### src/rtl/uart_pkg.sv
// rtl/uart_pkg.sv - shared UART state encoding and sampling helper
//
// Purpose : types and helpers shared by the UART receive and transmit sides.
// Contents: uart_state_t  - frame state machine encoding
//           majority3()   - 2-of-3 vote used for mid-bit sampling
package uart_pkg;

  typedef enum logic [2:0] {
    ST_IDLE,
    ST_START,
    ST_DATA,
    ST_PARITY,
    ST_STOP
  } uart_state_t;

  function automatic logic majority3(input logic a, input logic b, input logic c);
    return (a & b) | (a & c) | (b & c);
  endfunction

endpackage

### src/rtl/uart_sync2.sv
// rtl/uart_sync2.sv - two-flop synchroniser with configurable reset value
//
// Purpose : brings an asynchronous single-bit input into the clk domain.
// Params  : RESET_VAL - value both flops take during reset (idle level of the line)
// Ports   : clk  in  - destination clock
//           nrst in  - async active-low reset
//           d    in  - asynchronous input
//           q    out - synchronised output, two clk cycles of latency
module uart_sync2 #(
  parameter logic RESET_VAL = 1'b1
) (
  input  logic clk,
  input  logic nrst,
  input  logic d,
  output logic q
);

  logic meta;

  always_ff @(posedge clk or negedge nrst) begin
    if (!nrst) begin
      meta <= RESET_VAL;
      q    <= RESET_VAL;
    end else begin
      meta <= d;
      q    <= meta;
    end
  end

endmodule

### src/rtl/uart_rx_os.sv
// rtl/uart_rx_os.sv - oversampling UART receiver with majority vote and valid/ready output
//
// Purpose : receives LSB-first frames of DATA_BITS data bits, optional parity and
//           STOP_BITS stop bits; each bit is decided by a 2-of-3 vote around mid-bit.
// Macro   : UART_RX_PARITY_EN - when defined, one parity bit follows the data and is
//           checked with sense PARITY_ODD; otherwise parity_err is tied 0.
// Params  : DATA_BITS (5..9), OVERSAMPLE (even, >= 4), STOP_BITS (1..2), PARITY_ODD (0/1)
// Ports   : clk        in  - sample clock, OVERSAMPLE x baud
//           nrst       in  - async active-low reset
//           rxd        in  - raw serial line, idle high
//           data       out - received word, stable while valid
//           valid      out - word available, held until accepted
//           ready      in  - consumer accept
//           frame_err  out - a stop bit of the word in data sampled 0
//           parity_err out - parity mismatch for the word in data
//           overrun    out - sticky: a frame was dropped because valid was not accepted
//           busy       out - receiver is inside a frame
module uart_rx_os
  import uart_pkg::*;
#(
  parameter int DATA_BITS  = 8,
  parameter int OVERSAMPLE = 16,
  parameter int STOP_BITS  = 1,
  parameter int PARITY_ODD = 0
) (
  input  logic                 clk,
  input  logic                 nrst,
  input  logic                 rxd,
  output logic [DATA_BITS-1:0] data,
  output logic                 valid,
  input  logic                 ready,
  output logic                 frame_err,
  output logic                 parity_err,
  output logic                 overrun,
  output logic                 busy
);

  localparam int TW  = (OVERSAMPLE > 1) ? $clog2(OVERSAMPLE) : 1;
  localparam int MID = OVERSAMPLE / 2;

  localparam logic [TW-1:0] TICK_S0   = TW'(MID - 1);
  localparam logic [TW-1:0] TICK_S1   = TW'(MID);
  localparam logic [TW-1:0] TICK_DEC  = TW'(MID + 1);
  localparam logic [TW-1:0] TICK_LAST = TW'(OVERSAMPLE - 1);
  localparam logic [3:0]    LAST_DATA = 4'(DATA_BITS - 1);
  localparam logic [3:0]    LAST_STOP = 4'(STOP_BITS - 1);

  uart_state_t state, state_next;

  logic                 rxs;
  logic                 prev_rxs;
  logic [TW-1:0]        tick, tick_next;
  logic [3:0]           bit_cnt, bit_cnt_next;
  logic [DATA_BITS-1:0] shreg;
  logic                 samp0, samp1;
  logic                 fe_pend;
  logic                 maj;
  logic                 decide;
  logic                 bit_end;
  logic                 complete;
  logic                 frame_err_new;

  uart_sync2 #(.RESET_VAL(1'b1)) u_sync (
    .clk  (clk),
    .nrst (nrst),
    .d    (rxd),
    .q    (rxs)
  );

  // The third vote is the live synchronised sample, so the decision lands on tick MID+1.
  assign maj     = majority3(samp0, samp1, rxs);
  assign decide  = (state != ST_IDLE) && (tick == TICK_DEC);
  assign bit_end = (tick == TICK_LAST);
  assign busy    = (state != ST_IDLE);

  // The last stop bit's own vote is not yet in fe_pend when the frame completes.
  assign frame_err_new = fe_pend | ~maj;

  always_comb begin
    state_next   = state;
    complete     = 1'b0;
    unique case (state)
      ST_IDLE: begin
        if (!rxs && prev_rxs) state_next = ST_START;
      end
      ST_START: begin
        if (decide && maj) state_next = ST_IDLE;
        else if (bit_end)  state_next = ST_DATA;
      end
      ST_DATA: begin
        if (bit_end && bit_cnt == LAST_DATA) begin
`ifdef UART_RX_PARITY_EN
          state_next = ST_PARITY;
`else
          state_next = ST_STOP;
`endif
        end
      end
`ifdef UART_RX_PARITY_EN
      ST_PARITY: begin
        if (bit_end) state_next = ST_STOP;
      end
`endif
      ST_STOP: begin
        // Finish at the last stop decision instead of the bit end so a
        // back-to-back start edge is never missed.
        if (decide && bit_cnt == LAST_STOP) begin
          complete   = 1'b1;
          state_next = ST_IDLE;
        end
      end
      default: state_next = ST_IDLE;
    endcase

    if (state == ST_IDLE || state_next == ST_IDLE || bit_end) tick_next = '0;
    else                                                       tick_next = tick + 1'b1;

    if (state_next != state)                                 bit_cnt_next = '0;
    else if (bit_end && (state == ST_DATA || state == ST_STOP)) bit_cnt_next = bit_cnt + 1'b1;
    else                                                     bit_cnt_next = bit_cnt;
  end

  always_ff @(posedge clk or negedge nrst) begin
    if (!nrst) begin
      state    <= ST_IDLE;
      prev_rxs <= 1'b1;
      tick     <= '0;
      bit_cnt  <= '0;
      shreg    <= '0;
      samp0    <= 1'b1;
      samp1    <= 1'b1;
      fe_pend  <= 1'b0;
    end else begin
      state    <= state_next;
      prev_rxs <= rxs;
      tick     <= tick_next;
      bit_cnt  <= bit_cnt_next;
      if (state != ST_IDLE && tick == TICK_S0) samp0 <= rxs;
      if (state != ST_IDLE && tick == TICK_S1) samp1 <= rxs;
      if (state == ST_IDLE) fe_pend <= 1'b0;
      else if (state == ST_STOP && decide && !maj) fe_pend <= 1'b1;
      // Shift in at the MSB: after DATA_BITS bits the first (LSB) bit sits at bit 0.
      if (state == ST_DATA && decide) shreg <= {maj, shreg[DATA_BITS-1:1]};
    end
  end

`ifdef UART_RX_PARITY_EN
  logic par_bit;
  logic par_err_q;

  always_ff @(posedge clk or negedge nrst) begin
    if (!nrst) begin
      par_bit   <= 1'b0;
      par_err_q <= 1'b0;
    end else begin
      if (state == ST_PARITY && decide) par_bit <= maj;
      if (complete && (!valid || ready)) par_err_q <= (^shreg) ^ par_bit ^ 1'(PARITY_ODD);
    end
  end

  assign parity_err = par_err_q;
`else
  assign parity_err = 1'b0;
`endif

  always_ff @(posedge clk or negedge nrst) begin
    if (!nrst) begin
      data      <= '0;
      valid     <= 1'b0;
      frame_err <= 1'b0;
      overrun   <= 1'b0;
    end else begin
      if (complete && (!valid || ready)) begin
        data      <= shreg;
        frame_err <= frame_err_new;
        valid     <= 1'b1;
      end else if (valid && ready) begin
        valid <= 1'b0;
      end

      // A completion while the held word is not being taken is dropped.
      if (valid && ready)         overrun <= 1'b0;
      else if (complete && valid) overrun <= 1'b1;
    end
  end

endmodule

### config.mk
export PLATFORM = sky130hd
export DESIGN_NAME = uart_rx_os
export DESIGN_NICKNAME = d
export VERILOG_FILES = /design/src/rtl/uart_pkg.sv /design/src/rtl/uart_sync2.sv /design/src/rtl/uart_rx_os.sv
export SDC_FILE = /design/constraint.sdc
export NUM_CORES = 1
export LEC_CHECK = 0
export BUFFER_PORTS_ARGS = -buffer_cell sky130_fd_sc_hd__buf_2
export CAP_MARGIN = 20
export CORE_ASPECT_RATIO = 0.7
export CORE_MARGIN = 5
export CORE_UTILIZATION = 30
export DETAILED_ROUTE_END_ITERATION = 7
export PLACE_DENSITY_LB_ADDON = 0.12
export SLEW_MARGIN = 20
export SYNTH_ARGS = -nofsm -noshare
export SYNTH_HDL_FRONTEND = slang
export SYNTH_SLANG_ARGS = --single-unit
### constraint.sdc
create_clock -name clk -period 2.62 [get_ports clk]
set_clock_uncertainty 0.15 [all_clocks]
set_input_delay 0.262 -clock clk [delete_from_list [all_inputs] [get_ports clk]]
set_output_delay 0.262 -clock clk [all_outputs]
set_load 0.01 [all_outputs]
==> impl_metrics.ini, run 1 <==
[logic_synthesis]
synth_mux_area_frac = 0.131
yosysTopAreaCell = dfrtp_1
synthTopCellsByCount = 31 x dfrtp_1, 19 x mux2_2, 10 x nor2_1, 6 x nand3_1
synthCells = 141
ys_ff_latch = 36
yosysSeqAreaShare = 0.532
synth-compound-area-share = 0.0872
synth_ff_type = dfrtp_1
yosys.area.top_type_share = 0.455
yosys.area_share.simple = 0.149
synth_top_family_by_area = simple AND/OR/NAND/NOR gates
synthTopCellsByArea = dfrtp_1 45%, mux2_2 13%, dfstp_2 7.7%
post-synth-top-count-cell = dfrtp_1
syn_nets = 150
yosysWarnings = 0
synth-edff-count = 0
synth-async-reset-ratio = 1.00
yosysUniqueCellTypes = 42
syn_area_per_cell_sq_um = 12.1
yosys.area_share.xor_xnor = 0.0308
synth_fa_ha_area_frac = 0.0433
synth.cell_area_sq_um = 1710

[setup_path]
crit_path_max_incr_delay_ps = 430
critPathLaunchType = flop
critPathBufInv = 1
path_class = reg2reg
r2r_slack_ps = 620
cpMaxStageDelayCell = dfrtp_1
endpoint_kind = flop
required_ps = 2640
path_cells = inv_1 > ha_1 > or3b_4 > nor2_4 > nand4_4 > mux2_2
cp_top_family = simple AND/OR/NAND/NOR gates
cp_max_fo = 9
critPathArrivalTime_ps = 2020

[power]
ir_worst_vdd_mv = 0.329
power_switching_uw = 398
seq_power_share = 0.502
power_leakage_uw = 0.000949
clkPwrFrac = 0.310
internal_power_uw = 976
p_comb_frac = 0.188
power_density_nw_per_um2 = 694
netSwitchingFraction = 0.290

[finish]
drive_above_1_share = 0.321
final_cell_area_sq_um = 1980
syn_to_final_growth_pct = 16.0
post-route-util = 0.353
fin_nets = 170
fin_cells = 237
antenna-diode-count = 0

[global_routing]
grt_usage = 0.104
grt_max_degree = 37
grt_pass1_wl_um = 5860
grt_pass1_vias = 1209
antenna_found_initial = 0
grt_overflow = 0

[drt]
ant_nets = 0
vias = 1136
drt_pass1_iterations = 4
wl_per_cell_um = 13.6
route.detailed.drc = 0
routed_via_density = 4.79
routed_wirelength_um = 3220
drtIter0Drc = 79

[timing]
fmax_ghz = 0.500
hold_slack_ps = 14.1
slew_headroom = 0.479
setup_violations = 0
fin_crit_sh = 0.764
worst_pin_slew_ps = 782
fin_tns_setup_ps = 0
rsz0062_at_grt = no
finalCriticalPeriod_ps = 2000
final-max-slew-violation-count = 0
hold_viol_final = 0

[floorplan]
dieArea_sq_um = 7320
num_rows = 23
die_x_um = 100
core_area_sq_um = 5610
start_util = 0.304
ios = 17
dieHeight_um = 73.1

[worst_hold_path]
hold_path_class = in2reg

[placed_design]
dpl_cell_area_sq_um = 1860
place.detailed.hpwl_um = 2340
finalWeightedCongestion = 0.755
port_buffers = 15
placed_cells = 227

[clock_network]
ctsRootBufferMaster = clkbuf_8
cts_setup_buffers = 0
clk_path_buf_depth = 2
cts_buffers = 5
cts.sinks = 36
clk_latency_ps = 280
htreeDepth = 2
path_clk_slew_ps = 70
cts_tree = done

[run_status]
status = finished clean

[job]
drv_cap = 0
==> cells by family (layout without fill, tap and decap cells) <==
logic type | Yosys count | after routing
compound gates | 20 | 20
xor+xnor | 6 | 6
fa+ha+maj | 6 | 6
buf+inv | 10 | 31
flops | 36 | 36
mux | 20 | 20
other cells | 1 | 1
simple gates | 42 | 42
==> layout make-up <==
type,instances,area (sq um)
multi-input cells,95,757
inverters,5,18.8
fillers,577,3630
clock buffers,8,100
repair buffers,18,103
flip-flops and latches,36,907
well taps,75,93.8
==> registers in the layout, indices dropped and copies added (netlist names) <==
name         count
data             8
shreg            8
bit_cnt          4
tick             4
state            3
fe_pend          1
frame_err        1
overrun          1
prev_rxs         1
samp0            1
samp1            1
u_sync.meta      1
u_sync.q         1
valid            1
==> layer usage <==
metal | global-route usage | wire length (um)
met5 | 0 | 0
met4 | 0.0463 | 57
met3 | 0.0334 | 170
met2 | 0.152 | 1370
met1 | 0.140 | 1620
==> per-stage QoR <==
stage | worst slack [ps] | total power, uW
6_report | 619 | 1370
5_1_grt | 487 | 1470
4_1_cts | 597 | 1400
3_5_place_dp | 609 | 958
3_3_place_gp | 663 | 948
2_1_floorplan | 782 | 881
==> final timing paths <==
check	from	end	cells past startpoint
min in group asynchronous	nrst	bit_cnt[2]	2
max	bit_cnt[0]	data[6]	6
max reg2reg	bit_cnt[0]	data[6]	6
max in group asynchronous	nrst	shreg[1]	2
min reg2reg	u_sync.meta	u_sync.q	0
min	ready	overrun	2
==> power groups by stage <==
| stage | Sequential [uW] | Clock (uW) | Combinational, uW |
|---|---|---|---|
| finish | 689 | 426 | 259 |
| global route | 699 | 477 | 290 |
| CTS | 688 | 453 | 262 |
| detailed placement | 699 | 0 | 259 |
| global placement | 692 | 0 | 256 |
| floorplan | 670 | 0 | 210 |
==> placed cells by master (no fill, tap or decap), types with 2 or more instances in the layout <==
cell type      instances
clkbuf_8               7
nand2_1                4
buf_2                 15
nor2b_1                4
o31ai_1                3
dlygate4sd3_1          2
a21oi_1                5
nor3_1                 3
o21a_1                 2
xor2_1                 2
nand4b_1               2
nand3_1                6
inv_1                  5
a2bb2oi_1              2
xnor2_1                4
ha_1                   5
nor2_1                10
mux2_2                19
dfstp_2                5
nand2b_1               2
nor4_1                 2
dfrtp_1               31
==> timing repair <==
item,CTS,global route
hold endpoints to repair,32,0
hold buffers,2,0
gates resized for setup,0,0
No activity file was read; power rests on OpenSTA's default activity.
==> inputs of run 2 (changes only) <==
==> constraint.sdc (replaced) <==
create_clock -name clk -period 1.9 [get_ports clk]
set_clock_uncertainty 0.15 [all_clocks]
set_input_delay 0.19 -clock clk [delete_from_list [all_inputs] [get_ports clk]]
set_output_delay 0.19 -clock clk [all_outputs]
set_load 0.01 [all_outputs]
==> impl_metrics.ini, run 2 (synthesis results as in run 1) <==
[run_status]
status = finished clean

[global_routing]
grt_usage = 0.110
grt_max_degree = 22
met1_usage = 0.146
grt_util_met3 = 0.0344
grt_pass1_wl_um = 6340
grt_pass1_vias = 1272
grt_overflow = 0
gr-usage-met2 = 0.173
top_usage_layer = met2
antenna_found_initial = 0

[placed_design]
place.detailed.hpwl_um = 2560
finalWeightedCongestion = 0.805
port_buffers = 15

[setup_path]
required_ps = 1920
cp-endpoint = data[6]
cpMaxStageDelayCell = or3b_4
critPathLaunchType = flop
path_depth = 6
r2r_end = data[6]
crit_path_max_incr_delay_ps = 410
r2r_slack_ps = 4
cp_top_family = simple AND/OR/NAND/NOR gates
setup.worst_path.start = bit_cnt[1]
endpoint_kind = flop
cp_max_fo = 5
critPathArrivalTime_ps = 1910
path_cells = inv_1 > ha_1 > or3b_4 > nor2_4 > nand4_4 > mux2_2
timing.rr.start = bit_cnt[1]
critPathBufInv = 1
path_class = reg2reg
worst_r2r_path_depth = 6

[timing]
fin_crit_sh = 0.998
rsz0062_at_grt = yes
setup_violations = 0
fin_tns_setup_ps = 0
finalCriticalPeriod_ps = 1900
hold_viol_final = 0
fmax_ghz = 0.527
final-max-slew-violation-count = 0

[drt]
routed_via_density = 4.66
ant_nets = 0
wl_per_cell_um = 13.6
routed_wirelength_um = 3520
drtIter0Drc = 33
route.detailed.drc = 0
vias = 1201
drt_pass1_iterations = 4

[finish]
antenna-diode-count = 0
post-route-util = 0.387
layout_commonest_cell = dfrtp_1
top_regs = data x8, shreg x8
fin_nets = 191
drive_above_1_share = 0.426
mostFrequentLayoutCells = 30 x dfrtp_1, 19 x mux2_2, 19 x buf_4
syn_to_final_growth_pct = 27.3

[clock_network]
clk_path_buf_depth = 2
ctsRootBufferMaster = clkbuf_8
clk_latency_ps = 280
path_clk_slew_ps = 70
cts.sinks = 36
htreeDepth = 2
cts_buffers = 5
cts_tree = done

[power]
clkPwrFrac = 0.265
seq_power_share = 0.476
power_density_nw_per_um2 = 915
netSwitchingFraction = 0.311
ir_worst_vdd_mv = 0.431
power_switching_uw = 619
internal_power_uw = 1370
p_comb_frac = 0.260
power_leakage_uw = 0.00105

[worst_hold_path]
whs_path_depth = 0
hold_path_startpoint = u_sync.meta
hold_path_class = reg2reg

[job]
drv_cap = 0

[floorplan]
ios = 17
core_area_sq_um = 5610
dieArea_sq_um = 7320
start_util = 0.304
num_rows = 23
dieHeight_um = 73.1
die_x_um = 100
[run 2: layout make-up]
cell class,instances,area (sq um)
sequential,36,908
inverter,5,18.8
timing repair buffer,38,259
fill,565,3440
clock inverter,2,12.5
multi-input combinational,96,808
tap,75,93.8
clock buffer,6,72.6
[run 2: worst min path at each step]
stage                 endpoint  slack (ps)
global placement       tick[2]          30
detailed placement     tick[2]          30
finish                u_sync.q         210
CTS                   u_sync.q         210
floorplan           bit_cnt[0]        -260
global route          u_sync.q         220
[run 2: layer usage]
metal	routed length, um	share of wire
met4	36	0.010
met3	172	0.049
met5	0	0
met1	1680	0.48
met2	1630	0.46
[run 2: power groups by stage]
stage / sequential (uW) / clock [uW] / combinational, uW
final: 946 / 526 / 517
after global routing: 960 / 593 / 577
after CTS: 929 / 552 / 460
after detailed placement: 947 / 0 / 427
after global placement: 943 / 0 / 408
after floorplan: 925 / 0 / 290
[run 2: repair_timing]
action / CTS / global route
buffers inserted: 1 / 2
hold endpoints to repair: 21 / 0
setup endpoints to repair: 16 / 17
hold buffers: 3 / 0
gates resized for setup: 1 / 9
gates cloned: 1 / 0
pin swaps: 3 / 8
[run 2: through the flow]
| step | hold WS [ps] | setup WS [ps] | std cells | power, uW | area (sq um) |
|---|---|---|---|---|---|
| 5_1_grt | 216 | -93.1 | 258 | 2130 | 2170 |
| 3_5_place_dp | 34.1 | -30.0 | 243 | 1370 | 1980 |
| 6_report | 213 | 3.84 | 258 | 1990 | 2170 |
| 4_1_cts | 214 | -19.4 | 256 | 1940 | 2120 |
| 2_1_floorplan | -256 | 62.3 | 141 | 1210 | 1710 |
| 3_3_place_gp | 33.4 | 7.15 | 243 | 1350 | 1980 |
==> inputs of run 3 (changes only) <==
--- a/config.mk
+++ b/config.mk
@@ -5,6 +5,7 @@
 export SDC_FILE = /design/constraint.sdc
 export NUM_CORES = 1
 export LEC_CHECK = 0
+export ABC_AREA = 1
 export BUFFER_PORTS_ARGS = -buffer_cell sky130_fd_sc_hd__buf_2
 export CAP_MARGIN = 20
 export CORE_ASPECT_RATIO = 0.7
==> impl_metrics.ini, run 3 <==
[floorplan]
dieArea_sq_um = 7250
start_util = 0.316
num_rows = 22
dieHeight_um = 72.8
ios = 17
core_area_sq_um = 5340
die_x_um = 99.7

[logic_synthesis]
synthTopCellsByArea = dfrtp_1 46%, nand2_1 9.1%, dfstp_2 7.8%
synth-async-reset-ratio = 1.00
syn_nets = 191
yosysWarnings = 0
yosys.area.top_type_share = 0.460
yosysTopAreaCell = dfrtp_1
yosysSeqAreaShare = 0.537
synthTopCellsByCount = 41 x nand2_1, 31 x dfrtp_1, 27 x inv_1, 15 x nor2_1, 14 x o21ai_0
synth_ff_type = dfrtp_1
ys_ff_latch = 36
yosysUniqueCellTypes = 27
synthCells = 182
synth-edff-count = 0
syn_area_per_cell_sq_um = 9.27
synth.cell_area_sq_um = 1690
post-synth-top-count-cell = nand2_1

[clock_network]
cts_tree = done
cts.sinks = 36
ctsRootBufferMaster = clkbuf_8
cts_buffers = 5
cts_setup_buffers = 0
path_clk_slew_ps = 70
htreeDepth = 2
clk_path_buf_depth = 2
clk_latency_ps = 280

[setup_path]
critPathArrivalTime_ps = 1780
required_ps = 1920
path_class = reg2reg
crit_path_max_incr_delay_ps = 400
cp_max_fo = 18
r2r_slack_ps = 140
endpoint_kind = flop
critPathLaunchType = flop
path_cells = inv_1 > ha_1 > inv_1 > nor2_4 > nand4_4 > nor2_4 > nand2_8 > nand2_1 > o21ai_2
cpMaxStageDelayCell = dfrtp_1

[drt]
vias = 1163
wl_met2_um = 1370
dr.max_layer_used = met4
wl_per_cell_um = 11.2
routed_wirelength_um = 3130
wl_met3_um = 137
met1_length_um = 1590
drtIter0Drc = 62
routed_via_density = 4.18
ant_nets = 0
route.detailed.drc = 0
drt_pass1_iterations = 4

[timing]
setup_slack_ps = 140
finalCriticalPeriod_ps = 1760
rsz0062_at_grt = yes
fin_crit_sh = 0.926
hold_viol_final = 0
fmax_ghz = 0.568
final-max-slew-violation-count = 0
setup_violations = 0
hold_slack_ps = 213

[placed_design]
placed_cells = 267
finalWeightedCongestion = 0.785
dpl_worst_slack_ps = 140
port_buffers = 15
place.detailed.hpwl_um = 2350

[finish]
drive_above_1_share = 0.257
syn_to_final_growth_pct = 17.8
post-route-util = 0.372
antenna-diode-count = 0
fin_cells = 278
mostFrequentLayoutCells = 40 x nand2_1, 30 x dfrtp_1, 27 x inv_1
fin_nets = 214
layout_commonest_cell = nand2_1
top_regs = data x8, shreg x8

[global_routing]
grt_overflow = 0
grt_usage = 0.101
antenna_found_initial = 0
grt_max_degree = 20
grt_pass1_vias = 1211
grt_pass1_wl_um = 5670

[run_status]
status = finished clean

[power]
ir_worst_vdd_mv = 0.233
power_leakage_uw = 0.000944
power_density_nw_per_um2 = 937

[worst_hold_path]
hold_path_class = reg2reg

[job]
drv_cap = 0
==> run 3: cell families (layout without fill, tap and decap cells) <==
| family | Yosys count | count (layout) | synth area share |
|---|---|---|---|
| AO/OA/AOI/OAI | 26 | 26 | 0.106 |
| XOR/XNOR | 5 | 5 | 0.0259 |
| adder cells (fa/ha/maj) | 5 | 5 | 0.0371 |
| buffers and inverters | 33 | 57 | 0.0808 |
| flip-flops | 36 | 36 | 0.537 |
| other | 1 | 1 | 0.00222 |
| AND/OR/NAND/NOR | 76 | 76 | 0.211 |
==> run 3: worst paths after layout <==
path,to,depth (start not counted),startpoint
worst min register to register,u_sync.q,0,u_sync.meta
worst max register to register,data[6],9,tick[1]
max in group asynchronous,samp0,3,nrst
worst max-delay path,data[6],9,tick[1]
min in group asynchronous,bit_cnt[0],2,nrst
worst min-delay path,u_sync.q,0,u_sync.meta
==> run 3: repair_timing <==
| action | CTS | global route |
|---|---|---|
| resized for setup | 0 | 4 |
| hold buffers | 3 | 0 |
| hold endpoints to repair | 19 | 0 |
| setup endpoints to repair | 0 | 11 |
==> run 3: layer usage <==
layer	up-vias	GRT usage
li1	606	-
met1	541	0.137
met2	14	0.150
met3	2	0.0334
met4	0	0.0364
met5	-	0
==> run 3: layout make-up <==
type	count	area, sq um
fill	565	3350
sequential	36	908
multi-input combinational	113	659
timing repair buffer	19	125
inverter	30	113
tap	72	90.1
clock buffer	6	82.6
clock inverter	2	10.0
==> run 3: where the power goes <==
group | internal, uW | leakage, uW | total [uW] | switching, uW
clock | 289 | 0.0000510 | 551 | 262
combinational | 135 | 0.000422 | 390 | 255
sequential | 854 | 0.000470 | 922 | 67.9
==> run 3: worst max-delay path: cells and delay by family (launching register included) <==
kind                     cells  cell delay (ps)
AND/OR/NAND/NOR              5              760
buffers and inverters        2              140
AO/OA/AOI/OAI                1               50
flip-flops                   1              400
adder cells (fa/ha/maj)      1              140
==> run 3: stage by stage <==
step                TNS (ps)  power [uW]  cell area (sq um)
floorplan                  0        1210               1690
global placement           0        1320               1850
detailed placement         0        1320               1850
CTS                        0        1890               1970
global route           -34.1        2010               1990
finish                     0        1860               1990
